File: config.mk
export PLATFORM = sky130hd
export DESIGN_NAME = ex_mdu_unit
export DESIGN_NICKNAME = d
export VERILOG_FILES = /design/src/rtl/ex_mdu_unit.sv
export SDC_FILE = /design/constraint.sdc
export NUM_CORES = 1
export LEC_CHECK = 0
export ABC_AREA = 1
export ABC_CLOCK_PERIOD_IN_PS = 6900
export CORE_AREA = 8 8 214 216
export DETAILED_ROUTE_END_ITERATION = 8
export DIE_AREA = 0 0 222 224
export GPL_TIMING_DRIVEN = 0
export PLACE_DENSITY_LB_ADDON = 0.25
export SYNTH_ARGS = -nofsm -noshare
export SYNTH_HDL_FRONTEND = slang
export SYNTH_SLANG_ARGS = --single-unit
File: constraint.sdc
create_clock -name clk -period 6.9 [get_ports clk]
set_clock_uncertainty 0.2 [all_clocks]
set_input_delay 0.69 -clock clk [delete_from_list [all_inputs] [get_ports clk]]
set_output_delay 0.69 -clock clk [all_outputs]
set_load 0.01 [all_outputs]
File: src/rtl/ex_mdu_unit.sv
// Iterative multiply/divide unit for the EX stage: 1-bit shift-add multiply and
// restoring divide, one iteration per cycle, owning the EX slot while busy.
module ex_mdu_unit #(
  parameter int WIDTH = 32,
  parameter int RA_W  = 5,
  parameter int CW    = $clog2(WIDTH) + 1
) (
  input  logic             clk,
  input  logic             rst,
  input  logic             start,
  input  logic [2:0]       op,
  input  logic [WIDTH-1:0] op_a,
  input  logic [WIDTH-1:0] op_b,
  input  logic [RA_W-1:0]  rd_addr_in,
  input  logic             flush,
  output logic             stall,
  output logic             busy,
  output logic             done,
  output logic [WIDTH-1:0] result,
  output logic [RA_W-1:0]  rd_addr_out
);

  typedef enum logic [1:0] {IDLE, CALC, DONE} state_t;

  localparam logic [2:0] OP_MUL   = 3'd0;
  localparam logic [2:0] OP_MULHU = 3'd1;
  localparam logic [2:0] OP_MULHS = 3'd2;
  localparam logic [2:0] OP_DIVU  = 3'd3;
  localparam logic [2:0] OP_DIVS  = 3'd4;
  localparam logic [2:0] OP_REMU  = 3'd5;
  localparam logic [2:0] OP_REMS  = 3'd6;
  localparam logic [2:0] OP_RSVD  = 3'd7;

  state_t           state;
  logic [CW-1:0]    cnt;
  logic [2:0]       op_q;
  logic [WIDTH-1:0] a_mag, b_mag;
  logic             neg_q, sign_a_q;
  logic [RA_W-1:0]  rd_q;
  // hi/lo hold {product} for multiply and {remainder, dividend/quotient} for divide.
  logic [WIDTH-1:0] hi, lo;

  logic             in_div, in_signed, accept, div_zero;
  logic [WIDTH-1:0] a_mag_in, b_mag_in, zero_res;

  assign in_div    = (op >= OP_DIVU) && (op <= OP_REMS);
  assign in_signed = (op == OP_MULHS) || (op == OP_DIVS) || (op == OP_REMS);
  assign accept    = (state == IDLE) && start && (op != OP_RSVD) && !flush;
  assign div_zero  = in_div && (op_b == '0);
  assign a_mag_in  = (in_signed && op_a[WIDTH-1]) ? -op_a : op_a;
  assign b_mag_in  = (in_signed && op_b[WIDTH-1]) ? -op_b : op_b;
  assign zero_res  = ((op == OP_DIVU) || (op == OP_DIVS)) ? '1 : op_a;

  assign stall = accept || (state == CALC);
  assign busy  = (state != IDLE);
  assign done  = (state == DONE);

  logic             q_div;
  logic [WIDTH:0]   add_sum, shifted, diff;
  logic [WIDTH-1:0] next_hi, next_lo, quo_s, rem_s, final_res;
  logic [2*WIDTH-1:0] prod_s;

  assign q_div = (op_q >= OP_DIVU) && (op_q <= OP_REMS);

  // NOTE: every always_comb output gets a default first so no path can infer a latch.
  always_comb begin
    add_sum = {1'b0, hi} + (lo[0] ? {1'b0, a_mag} : '0);
    shifted = {hi, lo[WIDTH-1]};
    diff    = shifted - {1'b0, b_mag};
    next_hi = add_sum[WIDTH:1];
    next_lo = {add_sum[0], lo[WIDTH-1:1]};
    if (q_div) begin
      // Trial subtraction; bit WIDTH of diff is the borrow (restore when set).
      if (!diff[WIDTH]) begin
        next_hi = diff[WIDTH-1:0];
        next_lo = {lo[WIDTH-2:0], 1'b1};
      end else begin
        next_hi = shifted[WIDTH-1:0];
        next_lo = {lo[WIDTH-2:0], 1'b0};
      end
    end
  end

  always_comb begin
    prod_s    = neg_q ? -{next_hi, next_lo} : {next_hi, next_lo};
    quo_s     = neg_q ? -next_lo : next_lo;
    rem_s     = sign_a_q ? -next_hi : next_hi;
    final_res = '0;
    unique case (op_q)
      OP_MUL:             final_res = prod_s[WIDTH-1:0];
      OP_MULHU, OP_MULHS: final_res = prod_s[2*WIDTH-1:WIDTH];
      OP_DIVU, OP_DIVS:   final_res = quo_s;
      OP_REMU, OP_REMS:   final_res = rem_s;
      default:            final_res = '0;
    endcase
  end

  // NOTE: state and datapath registers use non-blocking assignments; every one,
  // datapath included, is cleared by the asynchronous reset.
  always_ff @(posedge clk or posedge rst) begin
    if (rst) begin
      state       <= IDLE;
      cnt         <= '0;
      op_q        <= '0;
      a_mag       <= '0;
      b_mag       <= '0;
      neg_q       <= 1'b0;
      sign_a_q    <= 1'b0;
      rd_q        <= '0;
      hi          <= '0;
      lo          <= '0;
      result      <= '0;
      rd_addr_out <= '0;
    end else begin
      unique case (state)
        IDLE: if (accept) begin
          op_q     <= op;
          a_mag    <= a_mag_in;
          b_mag    <= b_mag_in;
          neg_q    <= in_signed && (op_a[WIDTH-1] ^ op_b[WIDTH-1]);
          sign_a_q <= in_signed && op_a[WIDTH-1];
          rd_q     <= rd_addr_in;
          hi       <= '0;
          lo       <= in_div ? a_mag_in : b_mag_in;
          if (div_zero) begin
            result      <= zero_res;
            rd_addr_out <= rd_addr_in;
            state       <= DONE;
          end else begin
            cnt   <= CW'(WIDTH);
            state <= CALC;
          end
        end
        CALC: if (flush) begin
          cnt   <= '0;
          state <= IDLE;
        end else begin
          hi  <= next_hi;
          lo  <= next_lo;
          cnt <= cnt - CW'(1);
          if (cnt == CW'(1)) begin
            result      <= final_res;
            rd_addr_out <= rd_q;
            state       <= DONE;
          end
        end
        DONE:    state <= IDLE;
        default: state <= IDLE;
      endcase
    end
  end

endmodule

==> results of run 1 <==
-- sequential cells by signal (all words and copies together), names as in the netlist --
signal / flops
op_q: 3
sign_a_q: 1
lo: 32
rd_q: 5
b_mag: 32
state: 2
a_mag: 32
hi: 32
result: 32
neg_q: 1
rd_addr_out: 5
cnt: 6
-- placed cells by master (no fill, tap or decap), types with 16 or more instances in the layout --
master and instances:
nand2_2 17, nand2_1 1066, nand3_1 316, nor2_1 314
a21oi_1 153, clkdlybuf4s50_1 115, nor3_1 38, nor2_2 16
buf_2 24, ha_1 70, xor2_1 64, dfrtp_1 183
clkbuf_1 67, clkbuf_16 17, xnor2_1 19, inv_1 392
nand4_1 28, o21ai_0 216, o211ai_1 25, or2_2 18
-- power breakdown --
group / internal [mW] / switching (mW)
Clock: 0.496 / 0.466
Combinational: 2.82 / 7.20
Sequential: 1.57 / 0.389
Total: 4.88 / 8.06
-- worst max-delay path, delay by kind of cell (launching register included) --
family / cells / cell delay (ns)
AO/OA/AOI/OAI: 1 / 0.08
adder cells (fa/ha/maj): 3 / 0.74
buffers and inverters: 3 / 0.35
flip-flops: 1 / 0.38
AND/OR/NAND/NOR: 26 / 4.27
-- layer usage --
metal  vias up  wire (um)  global-route usage, %
li1      10600          -                      -
met1     10000      34700                   43.2
met2      1191      37000                   52.5
met3       202       7770                   5.13
met4         2       4680                   17.2
met5         -         13                      0
-- stage by stage --
stage | std cells | TNS, ns | cell area, um2 | util [%]
2_1_floorplan | 3199 | 0 | 18800 | -
3_3_place_gp | 3860 | -291.64 | 20700 | 48.6
3_5_place_dp | 3861 | 0 | 20700 | 48.7
4_1_cts | 3891 | 0 | 21200 | 50.0
5_1_grt | 3891 | 0 | 21200 | 50.0
6_report | 3891 | 0 | 21200 | 50.0
-- cells by family after synthesis --
group | share of synthesized area [%]
simple gates | 42.0
buf+inv | 10.7
compound gates | 14.2
flops | 24.3
xor+xnor | 3.86
fa+ha+maj | 4.87
-- layout make-up --
type | count | area (um2) | area share, %
timing repair buffer | 116 | 1180 | 5.55
inverter | 404 | 1520 | 7.18
sequential | 183 | 4580 | 21.6
tap | 546 | 683 | 3.22
buffer | 111 | 503 | 2.37
clock inverter | 13 | 124 | 0.583
clock buffer | 17 | 425 | 2.00
multi-input combinational | 2501 | 12200 | 57.5
-- worst min path at each step --
| stage | end | slack [ns] | depth (start not counted) |
|---|---|---|---|
| after CTS | rd_q[1] | 0.28 | 2 |
| after floorplan | rd_q[0] | 0.24 | 2 |
| final | rd_q[3] | 0.27 | 2 |
| after global placement | rd_q[1] | 0.26 | 2 |
| after detailed placement | rd_q[3] | 0.26 | 2 |
| after global routing | rd_q[3] | 0.30 | 2 |
==> summary.txt, run 1 <==
Worst setup SP type = flop
maximum clock rate = 163 MHz
DIE WIDTH = 222 um
Hold WC Path Type = reg -> reg
drt wl/cell = 21.6 um
Hold WS = 0.275 ns
H-tree Lvls = 4
CP most frequent cell = nand2_1
CTS Buffer Depth = 2
CP startpoint = lo[31]
leakage power = 10.7 nW
Avg Cell Area, Syn = 5.88 um2
area share of the largest cell type after synthesis = 24.3%
cells after synthesis = 3,199
Worst VDD drop = 0.000245 V
count leader, synth = nand2_1
area leader, netlist = dfrtp_1
Crit path largest cell delay = 0.38 ns
Worst Path Required = 7.04 ns
cts hold-fix bufs = 0
RSZ-0062 raised after global routing = false
Worst EP arrival = 6.29 ns
slowest cell on the critical path = dfrtp_1
Final Hold Fails = 0
Die Span Y = 224 um
R2R depth = 33
pre-CTS setup slack = 1.08 ns
post-route ant nets = 0
Starting Density = 44.3%
Syn Nets = 3,347
Crit Path Max Fanout = 8
mapped cell area = 18,800 um2
status = complete, no violations
Nets = 3,482
Worst-path clk slew = 0.07 ns
max-cap violations = 0
worst slew pin tran = 1.11 ns
Area Overhead vs Synth = 12.9%
vias in the first global route = 20,200
GRT Overall Usage = 33.1%
WS Path Type = reg -> reg
Core Region = 42,500 um2
Via Count = 22,000
RR Endpoint = result[30]
routability cong. = 1.06
Seq cells post-synth = 183
Slew HR = 25.5%
Filler Cells Inserted = 4,644
# DRC = 0
async set-reset flop share out of synthesis = 100%
most area-consuming cells after synthesis = dfrtp_1 (24%), nand2_1 (21%), nand3_1 (8.4%)
pwr dens = 609 nW/um2
worst r2r src = lo[31]
fin. max-slew vios = 0
IO buf count = 115
global-route wire length before repair = 125,000 um
initial antenna violation count = 1
sequential cell area fraction in the yosys report = 24.3%
CTS buffer count = 17
Yosys cell types = 58
CTS Sinks = 183
HPWL Detailed = 69,300 um
Hold Path Origin = rd_q[3]
largest net degree at the start of global routing = 117
layout cells sized above 1 = 4.84%
Clock Latency Late Sink = 0.47 ns
DRT Wirelength = 84,100 um
CTS tree = done
# Post-CTS Setup Buffers = 0
total global routing overflow = 0
crit path time final = 6.15 ns
Root Driver = clkbuf_16
ant diodes = 0
Worst Setup EP = result[30]
fin crit share = 89.1%
I/O Pins = 116
Post-CTS Resized = 0
final worst setup slack = 0.755 ns
yosys synthesis warning count = 0
EDFF count, synth = 0
Vias/cell = 5.65
synth cell count leaders = nand2_1 (1,066), inv_1 (393), nand3_1 (316)
total die area = 49,700 um2
dominant synthesized flop cell = dfrtp_1
flop-to-flop setup slack = 0.75 ns
Tot Pwr = 12.9 mW
row count = 76
final setup fails = 0
first-pass detailed-route iteration total = 6
CP endpoint kind = flop
initial drt markers = 2,742
No activity file was read; power rests on OpenSTA's default activity.
==> run 2, diff against run 1 <==
--- a/config.mk
+++ b/config.mk
@@ -11,7 +11,7 @@
 export DETAILED_ROUTE_END_ITERATION = 8
 export DIE_AREA = 0 0 222 224
 export GPL_TIMING_DRIVEN = 0
-export PLACE_DENSITY_LB_ADDON = 0.25
+export PLACE_DENSITY = 0.72
 export SYNTH_ARGS = -nofsm -noshare
 export SYNTH_HDL_FRONTEND = slang
 export SYNTH_SLANG_ARGS = --single-unit
==> summary.txt, run 2 (synthesis gave the netlist of run 1 again) <==
Filler Cells Inserted = 4,473
Tot Pwr = 13.0 mW
Worst setup SP type = flop
Starting Density = 44.3%
Final Hold Fails = 0
Crit path largest cell delay = 0.39 ns
RR Endpoint = result[30]
Vias/cell = 5.73
status = complete, no violations
pwr dens = 608 nW/um2
ant diodes = 0
global-route wire length before repair = 123,000 um
Worst EP arrival = 5.99 ns
Core Region = 42,500 um2
Hold WC Path Type = reg -> reg
Worst VDD drop = 0.000257 V
Die Span Y = 224 um
RSZ-0062 raised after global routing = false
Post-CTS Resized = 0
CP startpoint = lo[31]
GRT Overall Usage = 32.5%
Clock Latency Late Sink = 0.47 ns
CTS tree = done
final setup fails = 0
max-cap violations = 0
Worst-path clk slew = 0.08 ns
CP endpoint kind = flop
vias in the first global route = 20,200
fin crit share = 84.6%
worst r2r src = lo[31]
DRT Wirelength = 83,300 um
Worst Setup EP = result[30]
layout cells sized above 1 = 4.87%
CTS buffer count = 17
Worst Path Required = 7.06 ns
routability cong. = 1.08
CTS Sinks = 183
H-tree Lvls = 4
pre-CTS setup slack = 1.21 ns
placed instance count = 3,861
leakage power = 10.8 nW
WS Path Type = reg -> reg
Crit Path Max Fanout = 8
worst slew pin tran = 1.06 ns
HPWL Detailed = 68,000 um
drt wl/cell = 21.4 um
CP most frequent cell = nand2_1
# DRC = 0
Root Driver = clkbuf_16
total die area = 49,700 um2
Via Count = 22,300
Nets = 3,482
DIE WIDTH = 222 um
Core Util, Final = 50.1%
cts hold-fix bufs = 0
most frequent cells in the layout = nand2_1 (1,066), inv_1 (392), nand3_1 (316)
R2R depth = 33
total global routing overflow = 0
Slew HR = 29.3%
# Post-CTS Setup Buffers = 0
maximum clock rate = 171 MHz
initial antenna violation count = 4
IO buf count = 115
row count = 76
final worst setup slack = 1.06 ns
Area Overhead vs Synth = 13.1%
non-filler cells, final = 3,893
CTS Buffer Depth = 2
I/O Pins = 116
first-pass detailed-route iteration total = 6
flop-to-flop setup slack = 1.06 ns
initial drt markers = 2,956
slowest cell on the critical path = dfrtp_1
largest net degree at the start of global routing = 96
crit path time final = 5.84 ns
fin. max-slew vios = 0
post-route ant nets = 0
commonest non-fill, non-tap cell in the layout = nand2_1
==> run 2: cell types whose count changed in the layout (fill, tap and decap cells not counted), sizes merged <==
cell	previous run	this run
clkbuf	84	86
clkinvlp	6	1
clkinv	2	3
inv	408	411
bufinv	1	2
==> run 2: area by class of cell <==
type / instances / area [um2] / share of cell area [%]
sequential: 183 / 4580 / 21.5
buffer: 111 / 503 / 2.36
inverter: 404 / 1520 / 7.16
clock inverter: 13 / 159 / 0.746
timing repair buffer: 116 / 1180 / 5.54
multi-input combinational: 2501 / 12200 / 57.4
clock buffer: 19 / 443 / 2.08
tap: 546 / 683 / 3.21
==> run 2: report_power, final <==
group	leakage, nW	internal, mW	switching (mW)
Sequential	2.26	1.57	0.389
Combinational	8.24	2.82	7.14
Clock	0.293	0.554	0.485
==> run 2: layer usage <==
layer	track usage (%)	part of all wire (%)	wire (um)	vias up
met5	0	0.042	35	-
met4	19.6	6.9	5780	6
met3	6.68	10	8510	257
met2	50.8	43	35700	1306
met1	41.1	40	33300	10200
li1	-	-	-	10600
==> run 2: how the worst min path moves through the flow <==
stage	startpoint	end	slack (ns)	cells after the start
detailed placement	rd_q[2]	rd_q[2]	0.26	2
floorplan	rd_q[0]	rd_q[0]	0.24	2
global route	rd_q[4]	rd_q[4]	0.30	2
global placement	rd_q[3]	rd_q[3]	0.25	2
CTS	rd_q[2]	rd_q[2]	0.28	2
finish	rd_q[2]	rd_q[2]	0.28	2
==> run 2: worst max-delay path: cells and delay by family, from the launching register on <==
kind	cells	cell delay, ns
AOI/OAI and AO/OA	1	0.07
adders and majority gates	3	0.75
buffers and inverters	3	0.37
DFF	1	0.39
and+or+nand+nor	26	3.95
==> run 2: per-stage QoR <==
stage	cell area, um2	setup TNS, ns	hold slack (ns)
after detailed placement	20700	0	0.259
after floorplan	18800	0	0.242
after CTS	21300	0	0.278
final	21300	0	0.278
after global routing	21300	0	0.299
after global placement	20700	-268.27	0.254
